## src/rtl/logistic_iter_if.sv

```systemverilog
// Bundle of the logistic_iter data/handshake signals.
// master: upstream selector / bench side (drives mu and calc_clock).
// slave: logistic_iter side (drives the iteration results).
interface logistic_iter_if #(
    parameter int CNT_W = 16
) ();
    logic [17:0]      mu;
    logic             calc_clock;
    logic [17:0]      x;
    logic             x_valid;
    logic [CNT_W-1:0] iter_cnt;
    logic             busy;
    logic             overrun;

    modport master (
        output mu,
        output calc_clock,
        input  x,
        input  x_valid,
        input  iter_cnt,
        input  busy,
        input  overrun
    );

    modport slave (
        input  mu,
        input  calc_clock,
        output x,
        output x_valid,
        output iter_cnt,
        output busy,
        output overrun
    );
endinterface

```

## src/rtl/logistic_iter.sv

```systemverilog
// Logistic map iterator: x(n+1) = mu * x(n) * (1 - x(n)), Q2.16 unsigned.
// One iteration per synchronized rising edge of calc_clock.
// A change of mu restarts the orbit from X0. The first BURN_IN iterations
// after a restart are not flagged with x_valid.
// One 18x18 multiplier is shared between the two product steps.
module logistic_iter #(
    parameter logic [17:0] X0      = 18'h04CCD,
    parameter int          BURN_IN = 64,
    parameter int          CNT_W   = 16
) (
    input  logic            CLK,
    input  logic            RST,
    logistic_iter_if.slave  bus
);

    typedef enum logic [1:0] {
        S_IDLE = 2'd0,
        S_MUL1 = 2'd1,
        S_MUL2 = 2'd2
    } state_t;

    localparam logic [17:0]      ONE       = 18'h10000;
    localparam logic [CNT_W-1:0] BURN_LIM  = CNT_W'(BURN_IN);
    localparam logic [CNT_W-1:0] CNT_ONE   = CNT_W'(1);

    // Synchronizer: [0],[1] are the two metastability stages, [2] is the
    // edge register used to detect the 0->1 transition.
    logic [2:0]       sync_q, sync_d;
    logic             tick_q, tick_d;

    state_t           state_q, state_d;
    logic [17:0]      mu_reg_q, mu_reg_d;
    logic [17:0]      x_q, x_d;
    logic [17:0]      p_q, p_d;
    logic [CNT_W-1:0] cnt_q, cnt_d;
    logic             x_valid_q, x_valid_d;
    logic             overrun_q, overrun_d;

    // Shared multiplier operands and result
    logic [17:0]      om;
    logic [17:0]      mul_a, mul_b;
    logic [35:0]      prod;
    logic [17:0]      prod_mid;
    logic [CNT_W-1:0] cnt_inc;

    // Synchronizer next values and registered tick for each 0->1 transition
    always_comb begin
        sync_d = {sync_q[1], sync_q[0], bus.calc_clock};
        tick_d = sync_q[1] & ~sync_q[2];
    end

    // Operand select for the single multiplier: x*(1-x) in MUL1, mu*p in MUL2
    always_comb begin
        om    = ONE - x_q;
        mul_a = x_q;
        mul_b = om;
        if (state_q == S_MUL2) begin
            mul_a = mu_reg_q;
            mul_b = p_q;
        end
        prod     = 36'(mul_a) * 36'(mul_b);
        prod_mid = prod[33:16];
        cnt_inc  = (&cnt_q) ? cnt_q : (cnt_q + CNT_ONE);
    end

    // FSM next-state and datapath updates
    always_comb begin
        state_d   = state_q;
        mu_reg_d  = mu_reg_q;
        x_d       = x_q;
        p_d       = p_q;
        cnt_d     = cnt_q;
        x_valid_d = 1'b0;
        // A tick that arrives mid-iteration is dropped but remembered
        overrun_d = overrun_q | (tick_q && (state_q != S_IDLE));

        case (state_q)
            S_IDLE: begin
                if (tick_q) begin
                    if (bus.mu != mu_reg_q) begin
                        // New mu: restart the orbit, no iteration this tick
                        mu_reg_d = bus.mu;
                        x_d      = X0;
                        cnt_d    = '0;
                    end else begin
                        state_d = S_MUL1;
                    end
                end
            end
            S_MUL1: begin
                p_d     = prod_mid;
                state_d = S_MUL2;
            end
            S_MUL2: begin
                // Clamp to 1.0 if the result leaves the unit interval
                if ((|prod[35:34]) || (prod_mid > ONE)) begin
                    x_d = ONE;
                end else begin
                    x_d = prod_mid;
                end
                cnt_d     = cnt_inc;
                x_valid_d = (cnt_inc > BURN_LIM);
                state_d   = S_IDLE;
            end
            default: begin
                state_d = S_IDLE;
            end
        endcase
    end

    // State registers; RST aborts any iteration in progress immediately
    always_ff @(posedge CLK or posedge RST) begin
        if (RST) begin
            sync_q    <= '0;
            tick_q    <= 1'b0;
            state_q   <= S_IDLE;
            mu_reg_q  <= '0;
            x_q       <= X0;
            p_q       <= '0;
            cnt_q     <= '0;
            x_valid_q <= 1'b0;
            overrun_q <= 1'b0;
        end else begin
            sync_q    <= sync_d;
            tick_q    <= tick_d;
            state_q   <= state_d;
            mu_reg_q  <= mu_reg_d;
            x_q       <= x_d;
            p_q       <= p_d;
            cnt_q     <= cnt_d;
            x_valid_q <= x_valid_d;
            overrun_q <= overrun_d;
        end
    end

    assign bus.x        = x_q;
    assign bus.x_valid  = x_valid_q;
    assign bus.iter_cnt = cnt_q;
    assign bus.busy     = (state_q != S_IDLE);
    assign bus.overrun  = overrun_q;

endmodule

```

## src/flat_wrapper.sv

```systemverilog
// flat-port wrapper written by rule: the top's interface ports become plain ports
module logistic_iter_flat 
#(
    parameter logic [17:0] X0      = 18'h04CCD,
    parameter int          BURN_IN = 64,
    parameter int          CNT_W   = 16
)
  (CLK, RST, bus_mu, bus_calc_clock, bus_x, bus_x_valid, bus_iter_cnt, bus_busy, bus_overrun);
  logistic_iter_if #(.CNT_W(CNT_W)) bus_i ();
  input  logic CLK;
  input  logic RST;
  input wire logic [$bits(bus_i.mu)-1:0] bus_mu;
  input wire logic [$bits(bus_i.calc_clock)-1:0] bus_calc_clock;
  output wire logic [$bits(bus_i.x)-1:0] bus_x;
  output wire logic [$bits(bus_i.x_valid)-1:0] bus_x_valid;
  output wire logic [$bits(bus_i.iter_cnt)-1:0] bus_iter_cnt;
  output wire logic [$bits(bus_i.busy)-1:0] bus_busy;
  output wire logic [$bits(bus_i.overrun)-1:0] bus_overrun;
  assign bus_i.mu = bus_mu;
  assign bus_i.calc_clock = bus_calc_clock;
  assign bus_x = bus_i.x;
  assign bus_x_valid = bus_i.x_valid;
  assign bus_iter_cnt = bus_i.iter_cnt;
  assign bus_busy = bus_i.busy;
  assign bus_overrun = bus_i.overrun;
  logistic_iter #(.X0(X0), .BURN_IN(BURN_IN), .CNT_W(CNT_W)) u_core (.CLK(CLK), .RST(RST), .bus(bus_i));
endmodule
```

## config.mk

```make
export PLATFORM = sky130hd
export DESIGN_NAME = logistic_iter_flat
export DESIGN_NICKNAME = d
export VERILOG_FILES = /design/src/rtl/logistic_iter_if.sv /design/src/rtl/logistic_iter.sv /design/src/flat_wrapper.sv
export SDC_FILE = /design/constraint.sdc
export NUM_CORES = 1
export LEC_CHECK = 0
export CORE_MARGIN = 2
export CORE_UTILIZATION = 45
export CTS_BUF_LIST = sky130_fd_sc_hd__clkbuf_4 sky130_fd_sc_hd__clkbuf_8 sky130_fd_sc_hd__clkbuf_16
export DETAILED_ROUTE_END_ITERATION = 10
export PLACE_DENSITY = 0.58
export SLEW_MARGIN = 20
export SYNTH_ARGS = -nofsm -noshare
export SYNTH_HDL_FRONTEND = slang
export SYNTH_SLANG_ARGS = --single-unit
```

## constraint.sdc

```tcl
create_clock -name CLK -period 9.6 [get_ports CLK]
set_clock_uncertainty 0.1 [all_clocks]
set_input_delay 1.92 -clock CLK [delete_from_list [all_inputs] [get_ports CLK]]
set_output_delay 1.92 -clock CLK [all_outputs]
set_load 0.02 [all_outputs]
```

==> run metrics, run 1 <==
top cell type's share of synthesized area=34.8%; setup_tns=0 ns; Final Hold Fails=0; Post-synth ARST share=100%; Worst Setup Path Type=reg2reg; Avg WL per Cell=19.1 um; die width=about 180 um; outcome=completed; Num CTS Buffers=9; initial antenna violation count=1; period utilization=between 80% and 90%; post-route minimum period=8.63 ns; largest net degree at the start of global routing=79; Die Height=184 um; DP Cell Count=roughly 2200; static leakage=between 0.007 and 0.008 uW; DRT Pass-1 Iters=5; Post-Syn Instances=1710; Diodes inserted=0; Post-CTS Hold Fix Bufs=0; vias=11700; Clock transition at path regs=~0.070 ns; Seq/Total Area, Yosys=13.4%; dpl hpwl=34.0 mm; VDD IR-drop max=a little over 0.07 mV; Nets=roughly 2100; DRC violations left=0; # Post-CTS Setup Buffers=0; 1st-iter DRT viols=745; deepest clock path buffer count=2; WP data arrival=8.80 ns; max capacitance violation total=0; CORE AREA=0.0318 mm2; met2 GRT Util=about 45%; fill cell count=3101; first-pass GRT wire length=67.7 mm; number of synthesized flops with an enable pin=0; GRT Util Overall=26.1%; # setup viols final=0; Netlist Area Pre-Place=0.0146 mm2; top cells by area, synth=fa_1 (35%), dfrtp_1 (12%), ha_1 (9.3%), nand2_1 (8.2%), inv_1 (8.1%); Max Slew Vio Count=0; crit path capture type=register; vias in the first global route=12300; r2r setup slk=0.97 ns; number of synthesized register bits=78; CP max FO=18; Layout area overhead=9.57%; gr ovfl total=0; Row Count=65; Yosys cell types=69; H-tree levels=3; CTS tree=done; worst hold path type=reg2reg; clk root buf=clkbuf_16; IO Port Bufs=57; FMAX=116 MHz; num ports=58; cell accounting for the most synthesized area=fa_1; Final ANT Viol Nets=0; Syn Nets=2094; Req. time, crit path=roughly 10 ns; RSZ-0062 raised after global routing=no; Clock Sinks=78; relative slew slack=between 20% and 30%; post-CTS sizing=0; initial core utilization=45.9%; routability congestion estimate=0.983; GR peak layer=met2; met1 Track Usage GR=35.4%; Primary FF master, synth=dfrtp_1; filler-free cell count of the finished design=~2200; DIE AREA=between 0.03 and 0.04 mm2; Avg Inst Size Synth=8.54 um2; vias per cell=between 5 and 6; met3 Use GR=2.41%; Worst setup SP type=register; layout cells sized above 1=6.06%; Syn. warnings=0; clk_lat worst skew=about 0.34 ns; Slew @ Worst Pin=1.14 ns; Total Routed Length=41.6 mm; PwrDens=just under 50 mW/mm2
routing by layer:
| metal | vias to the layer above | part of all wire [%] |
|---|---|---|
| met3 | 54 | 3.8 |
| met2 | 287 | 49 |
| met1 | 5943 | 45 |
| met5 | - | 0.077 |
| li1 | 5385 | - |
| met4 | 2 | 2.6 |
logic make-up after synthesis:
group / count (synthesis) / share of synthesized area, %
buf+inv: 385 / 10.2
xor+xnor: 50 / 3.05
simple gates: 591 / 17.4
flops: 78 / 13.4
fa+ha+maj: 363 / 44.1
mux: 38 / 2.77
compound gates: 205 / 8.98
critical path: stages, from the launching register on:
cell and delay (ns):
dfstp_2 0.42, nor4_1 0.37, nand3_1 0.25, or4_4 0.51, o21ai_1 0.18, xor2_1 0.18
nor2_1 0.09, a21oi_2 0.48, nor2_1 0.11, fa_1 0.51, inv_1 0.05, fa_1 0.46
fa_1 0.54, inv_1 0.06, fa_1 0.54, inv_1 0.06, fa_1 0.51, fa_1 0.57
inv_1 0.05, ha_1 0.42, a21oi_1 0.27, o21ai_0 0.16, a21oi_1 0.28, and3b_1 0.24
a21oi_2 0.08, xnor2_2 0.78, mux2_2 0.30
where the power goes:
part / total [uW] / internal, uW / leakage, uW / switching, uW
Combinational: 55.4 / 29.0 / 0.00682 / 26.4
Clock: 365 / 220 / 0.000152 / 145
Sequential: 358 / 341 / 0.00101 / 17.0
Total: 779 / 590 / 0.00799 / 188
worst paths after layout:
path	from	cells past startpoint	end
max	u_core.bus.x[2]	26	u_core.p_q[16]
min	u_core.sync_q[0]	0	u_core.sync_q[1]
max reg2reg	u_core.bus.x[2]	26	u_core.p_q[16]
min reg2reg	u_core.sync_q[0]	0	u_core.sync_q[1]
max in group asynchronous	RST	3	u_core.bus.iter_cnt[9]
min in group asynchronous	RST	3	u_core.bus.x[17]
synth_stat cells, drive strengths merged, types with 2 or more instances:
| cell type | instances |
|---|---|
| nor4 | 9 |
| inv | 315 |
| or3 | 6 |
| and2 | 27 |
| o211ai | 6 |
| mux2 | 20 |
| nor2 | 153 |
| nor3 | 12 |
| dfrtp | 70 |
| a21oi | 54 |
| o31ai | 23 |
| o311ai | 2 |
| or4 | 4 |
| ha | 109 |
| xnor2 | 25 |
| nand2 | 321 |
| a211o | 2 |
| o21bai | 5 |
| fa | 254 |
| nor2b | 4 |
| buf | 27 |
| o2111ai | 3 |
| nand3 | 17 |
| mux2i | 18 |
| dfstp | 8 |
| a21o | 12 |
| o21a | 7 |
| a31o | 2 |
| nand4 | 10 |
| o21ba | 2 |
| clkbuf | 43 |
| a211oi | 7 |
| or2 | 6 |
| xor2 | 25 |
| nor3b | 3 |
| a31oi | 7 |
| nand2b | 5 |
| a311oi | 6 |
| o21ai | 58 |
| and3 | 9 |
| and4 | 2 |
cells in the final DEF, fill, tap and decap left out, types with 7 or more instances in the layout:
| master | n |
|---|---|
| fa_1 | 254 |
| nor2_1 | 151 |
| xnor2_1 | 24 |
| nor4_1 | 7 |
| dfstp_2 | 8 |
| mux2i_1 | 18 |
| buf_4 | 34 |
| and2_1 | 26 |
| a21o_1 | 12 |
| nor3_1 | 11 |
| ha_1 | 109 |
| o21ai_0 | 54 |
| mux2_2 | 20 |
| dfrtp_1 | 70 |
| o31ai_1 | 22 |
| a21oi_1 | 51 |
| inv_1 | 314 |
| and3_1 | 9 |
| a31oi_1 | 7 |
| nand3_1 | 17 |
| nand2_1 | 321 |
| xor2_1 | 25 |
| o21a_1 | 7 |
| clkdlybuf4s50_1 | 57 |
| nand4_1 | 10 |
| clkbuf_16 | 9 |
| a211oi_1 | 7 |
flip-flops by register name (all words and copies together), names as in the netlist:
signal	count
u_core.sync_q	3
u_core.mu_reg_q	18
u_core.state_q	2
u_core.bus.iter_cnt	16
u_core.tick_q	1
u_core.p_q	18
u_core.bus.x	18
u_core.bus.x_valid	1
u_core.bus.overrun	1
cell type report:
class / count / area [um2] / area share (%)
Sequential cell: 78 / 1960 / 12.3
Multi-Input combinational cell: 1247 / 11200 / 69.7
Clock inverter: 4 / 55.1 / 0.344
Tap cell: 435 / 544 / 3.40
Timing Repair Buffer: 92 / 837 / 5.23
Inverter: 315 / 1180 / 7.39
Clock buffer: 12 / 260 / 1.63
through the flow:
stage	setup WS, ns	power, uW	utilization, %	cell area [um2]	hold WS [ns]
after floorplan	1.92	394	-	14600	0.231
after global placement	1.19	419	49.3	15700	0.248
after detailed placement	1.06	420	49.3	15700	0.249
after CTS	1.03	782	50.3	16000	0.263
after global routing	0.404	806	50.3	16000	0.280
final	0.969	779	50.3	16000	0.263
No activity file was read; power rests on OpenSTA's default activity.
==> run 2, diff against run 1 <==
SKIP_CTS_REPAIR_TIMING = 1   (was not set)
==> results of run 2 <==
No change in the layout: final DEF, timing and power equal those of run 1.
